$ cat config.mk
export PLATFORM = sky130hd
export DESIGN_NAME = rv_lsu
export DESIGN_NICKNAME = d
export VERILOG_FILES = /design/src/rtl/rv_lsu_pkg.sv /design/src/rtl/rv_lsu_load_align.sv /design/src/rtl/rv_lsu.sv
export SDC_FILE = /design/constraint.sdc
export NUM_CORES = 1
export LEC_CHECK = 0
export CAP_MARGIN = 20
export CORE_MARGIN = 1.5
export CORE_UTILIZATION = 42
export CTS_BUF_LIST = sky130_fd_sc_hd__clkbuf_8
export DETAILED_ROUTE_END_ITERATION = 16
export PLACE_DENSITY = 0.74
export RECOVER_POWER = 50
export SETUP_SLACK_MARGIN = 0.4
export SYNTH_ARGS = -nofsm -noshare
export SYNTH_HDL_FRONTEND = slang
export SYNTH_HIERARCHICAL = 1
export SYNTH_SLANG_ARGS = --single-unit
$ cat constraint.sdc
create_clock -name clk_i -period 2.1 [get_ports clk_i]
set_input_delay 0.21 -clock clk_i [delete_from_list [all_inputs] [get_ports clk_i]]
set_output_delay 0.21 -clock clk_i [all_outputs]
set_load 0.01 [all_outputs]
$ cat src/rtl/rv_lsu_pkg.sv
// Shared definitions for the rv_lsu load/store unit: funct3 encodings, FSM states
// and the byte-enable / legality helpers used by the top and the load aligner.
package rv_lsu_pkg;

  localparam logic [2:0] F3_LB  = 3'b000;
  localparam logic [2:0] F3_LH  = 3'b001;
  localparam logic [2:0] F3_LW  = 3'b010;
  localparam logic [2:0] F3_LBU = 3'b100;
  localparam logic [2:0] F3_LHU = 3'b101;
  localparam logic [2:0] F3_SB  = 3'b000;
  localparam logic [2:0] F3_SH  = 3'b001;
  localparam logic [2:0] F3_SW  = 3'b010;

  typedef enum logic [1:0] {
    IDLE  = 2'd0,
    REQ   = 2'd1,
    DONE  = 2'd2,
    FAULT = 2'd3
  } state_e;

  // Half uses a[1] and word uses lane 0, so low address bits are naturally aligned.
  function automatic logic [3:0] be_gen(input logic [2:0] funct3, input logic [1:0] a);
    logic [3:0] be;
    case (funct3[1:0])
      2'b00:   be = 4'b0001 << a;
      2'b01:   be = a[1] ? 4'b1100 : 4'b0011;
      2'b10:   be = 4'b1111;
      default: be = 4'b0000;
    endcase
    return be;
  endfunction

  function automatic logic f3_legal(input logic is_store, input logic [2:0] funct3);
    logic ok;
    if (is_store) begin
      ok = (funct3 == F3_SB) || (funct3 == F3_SH) || (funct3 == F3_SW);
    end else begin
      ok = (funct3 == F3_LB) || (funct3 == F3_LH) || (funct3 == F3_LW) ||
           (funct3 == F3_LBU) || (funct3 == F3_LHU);
    end
    return ok;
  endfunction

  function automatic logic misaligned(input logic [2:0] funct3, input logic [1:0] a);
    logic mis;
    case (funct3[1:0])
      2'b01:   mis = a[0];
      2'b10:   mis = (a != 2'b00);
      default: mis = 1'b0;
    endcase
    return mis;
  endfunction

endpackage

$ cat src/rtl/rv_lsu_load_align.sv
// Combinational load data alignment: picks the addressed byte/half of the read word
// and sign- or zero-extends it according to funct3.
import rv_lsu_pkg::*;

module rv_lsu_load_align (
  input  logic [2:0]  funct3_i,
  input  logic [1:0]  a_i,
  input  logic [31:0] word_i,
  output logic [31:0] data_o
);

  logic [7:0]  byte_s;
  logic [15:0] half_s;

  // Lane select followed by extension.
  always_comb begin
    case (a_i)
      2'b00:   byte_s = word_i[7:0];
      2'b01:   byte_s = word_i[15:8];
      2'b10:   byte_s = word_i[23:16];
      2'b11:   byte_s = word_i[31:24];
      default: byte_s = 8'd0;
    endcase
    half_s = a_i[1] ? word_i[31:16] : word_i[15:0];
    case (funct3_i)
      F3_LB:   data_o = {{24{byte_s[7]}}, byte_s};
      F3_LBU:  data_o = {24'd0, byte_s};
      F3_LH:   data_o = {{16{half_s[15]}}, half_s};
      F3_LHU:  data_o = {16'd0, half_s};
      default: data_o = word_i;
    endcase
  end

endmodule

$ cat src/rtl/rv_lsu.sv
// RV32I load/store unit: one memory transaction per start over a req/ready handshake.
// Build option RV_LSU_MISALIGN_TRAP_EN turns misaligned half/word accesses into faults.
import rv_lsu_pkg::*;

module rv_lsu #(
  parameter int unsigned TIMEOUT = 255,
  parameter int unsigned XLEN    = 32
) (
  input  logic            clk_i,
  input  logic            rst_i,
  input  logic            start_i,
  input  logic            is_store_i,
  input  logic [2:0]      funct3_i,
  input  logic [XLEN-1:0] alu_r_i,
  input  logic [XLEN-1:0] wdata_i,
  output logic            busy_o,
  output logic            done_o,
  output logic            fault_o,
  output logic [XLEN-1:0] rdata_o,
  output logic            mem_req_o,
  output logic            mem_we_o,
  output logic [XLEN-1:0] mem_addr_o,
  output logic [3:0]      mem_be_o,
  output logic [XLEN-1:0] mem_wdata_o,
  input  logic            mem_ready_i,
  input  logic [XLEN-1:0] mem_rdata_i
);

  state_e          state_q, state_d;
  logic            is_store_q;
  logic [2:0]      funct3_q;
  logic [XLEN-1:0] addr_q, wdata_q, rdata_q, rdata_d;
  logic [31:0]     cnt_q, cnt_d;
  logic [XLEN-1:0] align_s, rep_s;
  logic            misalign_s, timeout_s, req_s;

`ifdef RV_LSU_MISALIGN_TRAP_EN
  assign misalign_s = misaligned(funct3_i, alu_r_i[1:0]);
`else
  assign misalign_s = 1'b0;
`endif

  assign timeout_s = (TIMEOUT != 32'd0) && (cnt_q == TIMEOUT - 32'd1);

  rv_lsu_load_align u_align (
    .funct3_i (funct3_q),
    .a_i      (addr_q[1:0]),
    .word_i   (mem_rdata_i),
    .data_o   (align_s)
  );

  // Next-state, timeout counter and load-data capture.
  always_comb begin
    state_d = state_q;
    cnt_d   = cnt_q;
    rdata_d = rdata_q;
    case (state_q)
      IDLE: begin
        if (start_i) begin
          cnt_d = 32'd0;
          if (!f3_legal(is_store_i, funct3_i) || misalign_s) begin
            state_d = FAULT;
          end else begin
            state_d = REQ;
          end
        end else begin
          state_d = IDLE;
        end
      end
      REQ: begin
        if (mem_ready_i) begin
          state_d = DONE;
          if (!is_store_q) begin
            rdata_d = align_s;
          end else begin
            rdata_d = rdata_q;
          end
        end else if (timeout_s) begin
          state_d = FAULT;
        end else begin
          cnt_d = cnt_q + 32'd1;
        end
      end
      DONE:    state_d = IDLE;
      FAULT:   state_d = IDLE;
      default: state_d = IDLE;
    endcase
  end

  // State, counter, result and captured request registers.
  always_ff @(posedge clk_i) begin
    if (rst_i) begin
      state_q    <= IDLE;
      cnt_q      <= 32'd0;
      rdata_q    <= '0;
      is_store_q <= 1'b0;
      funct3_q   <= 3'd0;
      addr_q     <= '0;
      wdata_q    <= '0;
    end else begin
      state_q <= state_d;
      cnt_q   <= cnt_d;
      rdata_q <= rdata_d;
      if ((state_q == IDLE) && start_i) begin
        is_store_q <= is_store_i;
        funct3_q   <= funct3_i;
        addr_q     <= alu_r_i;
        wdata_q    <= wdata_i;
      end
    end
  end

  // Store data replicated across every lane the access size can land in.
  always_comb begin
    case (funct3_q[1:0])
      2'b00:   rep_s = {4{wdata_q[7:0]}};
      2'b01:   rep_s = {2{wdata_q[15:0]}};
      default: rep_s = wdata_q;
    endcase
  end

  assign req_s       = (state_q == REQ);
  assign busy_o      = (state_q != IDLE);
  assign done_o      = (state_q == DONE) || (state_q == FAULT);
  assign fault_o     = (state_q == FAULT);
  assign rdata_o     = rdata_q;
  assign mem_req_o   = req_s;
  assign mem_we_o    = req_s && is_store_q;
  assign mem_addr_o  = req_s ? {addr_q[XLEN-1:2], 2'b00} : '0;
  assign mem_be_o    = req_s ? be_gen(funct3_q, addr_q[1:0]) : 4'b0000;
  assign mem_wdata_o = req_s ? rep_s : '0;

endmodule

==> impl_metrics.ini <==
[run_status]
status = completed

[grt]
grt_pass1_wl_mm = 34.8
grt_overflow_total = 0
track_usage = 0.269
grt_max_degree = 47
antenna_found_initial = 0
grt_pass1_vias = 6872

[synthesis]
async_reset_ff_frac = 0
synth.distinct_cells = 50
ys.flop_type = dfxtp_1
syn_area_mm2 = 0.00661
synthCells = 908
yosysWarnings = 6
synth_seq_cells = 134
seq_area_frac_synth = 0.406
synth-edff-count = 0
synth.avg_cell_area_um2 = 7.28

[die]
rows = 45
initial_utilization = 0.433
die_h_um = 128
die_w_um = 128
coreArea_mm2 = 0.0153
ioPinCount = 209
fp.dieArea_mm2 = 0.0165

[worst_setup_path]
slowest_stage = dfxtp_4
cpMostUsedCell = buf_6
reg2reg_slack_ps = 170
cpPeakStageDelay_ps = 360
worstSetupStartpointType = register
worstPathCellList = buf_4 -> buf_6 -> nor2_4 -> buf_6 -> nand2_1 -> a21oi_1 -> buf_2
cp.required_ps = 1890
crit_fanout = 5
critPathTopFamily = buffers and inverters
worst_setup_path_end_kind = output pin
worstPathArrival_ps = 1770
path_class = reg2out
critPathBufInv = 4

[power]
total_power_w = 0.00657
cellPowerDensity_mw_per_mm2 = 611
ir_drop_mv = 0.599
p_leak_nw = 4.24

[route]
drc_errors = 0
vias_per_cell = 5.38
drtIter0Drc = 464
firstDrtPassIters = 5
post_drt_wl_per_cell_um = 17.7
routed_wirelength_mm = 24.6
antenna_left = 0
vias = 7449

[run]
max_cap_violations = 0

[cts]
root_buffer = clkbuf_8
cts_buffer_depth = 2
cts_tree = done
cts_buffers = 17
clock_latency_ps = 460
htreeDepth = 4
cts.clk_slew.worst_paths_ps = 80
cts_hold_buf = 0
cts_sinks = 134

[sta]
fin_ws_ps = 118
final-hold-violation-count = 0
skew_ps = 10.9
rsz0062_at_grt = true
fin_crit_sh = 0.944
slew_headroom = 0.638
final-max-slew-violation-count = 0
fmax_ghz = 0.505
setup_violations = 0
tightest_slew_ps = 543
layout_min_cycle_time_ps = 1980

[layout]
mostFrequentLayoutCell = nand2_1
nets = 1266
final_cell_mix = 257 x nand2_1, 120 x a21oi_1, 113 x dfxtp_1
final_layout_size_suffix_gt1_frac = 0.287
n_antenna_cell = 0
final_core_util = 0.705
area_growth_pct = 62.7
final_area_mm2 = 0.0108
seqCellArea_mm2 = 0.00273
multiInputGateArea_mm2 = 0.00423
nFillCells = 1210

[placement]
pre_cts_ws_ps = -55.2
placed_area_mm2 = 0.00905
io_buffers = 206
place_congestion = 0.831
dp_hpwl_mm = 14.8

[hold_path]
hold_class = in2reg
what timing repair did:
| item | in CTS | in global routing |
|---|---|---|
| buffers inserted | 20 | 22 |
| endpoints found under the setup margin | 130 | 130 |
| gates cloned | 8 | 5 |
| resized for setup | 355 | 184 |
| pin swaps | 14 | 63 |
metrics by stage:
step                hold slack [ps]  std cells  setup TNS, ps
detailed placement              442       1297          -67.6
global route                    234       1384              0
global placement                437       1297          -26.3
finish                          228       1384              0
floorplan                       338        909              0
CTS                             211       1357              0
kinds of logic (layout without fill, tap and decap cells):
logic type,Yosys count,after routing,share of synthesized area
compound gates,208,208,0.180
xor+xnor,17,17,0.0225
fa+ha+maj,2,2,0.00379
buf+inv,80,344,0.0486
flops,134,134,0.406
mux,20,20,0.0324
other cells,1,2,0.000567
simple gates,446,446,0.306
report_power, final:
part	total, W	internal [W]	switching [W]
clock network	0.00231	0.00128	0.00103
logic	0.00150	0.000781	0.000718
registers	0.00276	0.00265	0.000103
total	0.00657	0.00472	0.00185
state kept, by name (all words and copies together) (netlist names):
register and flops:
cnt_q 32, addr_q 32, state_q 2, wdata_q 32, is_store_q 1, rdata_o 32, funct3_q 3
Yosys cell counts, types with 2 or more instances:
| library cell | instances | area share |
|---|---|---|
| a21o_1 | 17 | 0.019 |
| a21oi_1 | 136 | 0.10 |
| a221o_1 | 8 | 0.012 |
| a22oi_1 | 7 | 0.0079 |
| a31oi_1 | 2 | 0.0019 |
| and2_1 | 41 | 0.039 |
| and3_1 | 4 | 0.0038 |
| and4_1 | 4 | 0.0053 |
| buf_1 | 4 | 0.0023 |
| buf_2 | 5 | 0.0038 |
| buf_4 | 2 | 0.0023 |
| clkbuf_1 | 56 | 0.032 |
| dfxtp_1 | 134 | 0.41 |
| ha_1 | 2 | 0.0038 |
| inv_1 | 11 | 0.0062 |
| mux2i_1 | 18 | 0.027 |
| nand2_1 | 262 | 0.15 |
| nand2b_1 | 9 | 0.0085 |
| nand3_1 | 14 | 0.011 |
| nand4_1 | 9 | 0.0085 |
| nor2_1 | 52 | 0.030 |
| nor2b_1 | 4 | 0.0038 |
| nor3_1 | 8 | 0.0061 |
| nor4_1 | 13 | 0.012 |
| nor4b_1 | 2 | 0.0027 |
| o21ai_0 | 24 | 0.018 |
| o21ai_1 | 8 | 0.0061 |
| or3_1 | 13 | 0.012 |
| or4_1 | 2 | 0.0023 |
| xnor2_1 | 17 | 0.023 |
per-layer routing:
metal / up-vias / part of all wire / GRT usage
met5: - / 0 / 0
met4: 0 / 0.040 / 0.117
met3: 72 / 0.079 / 0.0827
met2: 344 / 0.49 / 0.451
met1: 3465 / 0.39 / 0.318
li1: 3568 / - / -
worst reg2reg max path, delay by kind of cell, from the launching register on:
family	cells	cell delay [ps]
muxes	1	320
DFF	1	430
AOI/OAI and AO/OA	1	110
buffers and inverters	2	380
and+or+nand+nor	3	620
layout make-up:
cell class	instances	share of cell area
Clock buffer	21	0.0269
Tap cell	211	0.0245
Timing Repair Buffer	300	0.284
Sequential cell	134	0.253
Clock inverter	11	0.0122
Inverter	12	0.00558
Multi-Input combinational cell	695	0.394
path summary, 6_finish.rpt:
check	endpoint	cells past startpoint	startpoint
max	mem_wdata_o[8]	7	funct3_q[0]
min	wdata_q[16]	2	rst_i
max reg2reg	cnt_q[0]	7	cnt_q[4]
min reg2reg	rdata_o[4]	2	rdata_o[4]
Power figures use the tool's default switching activity.
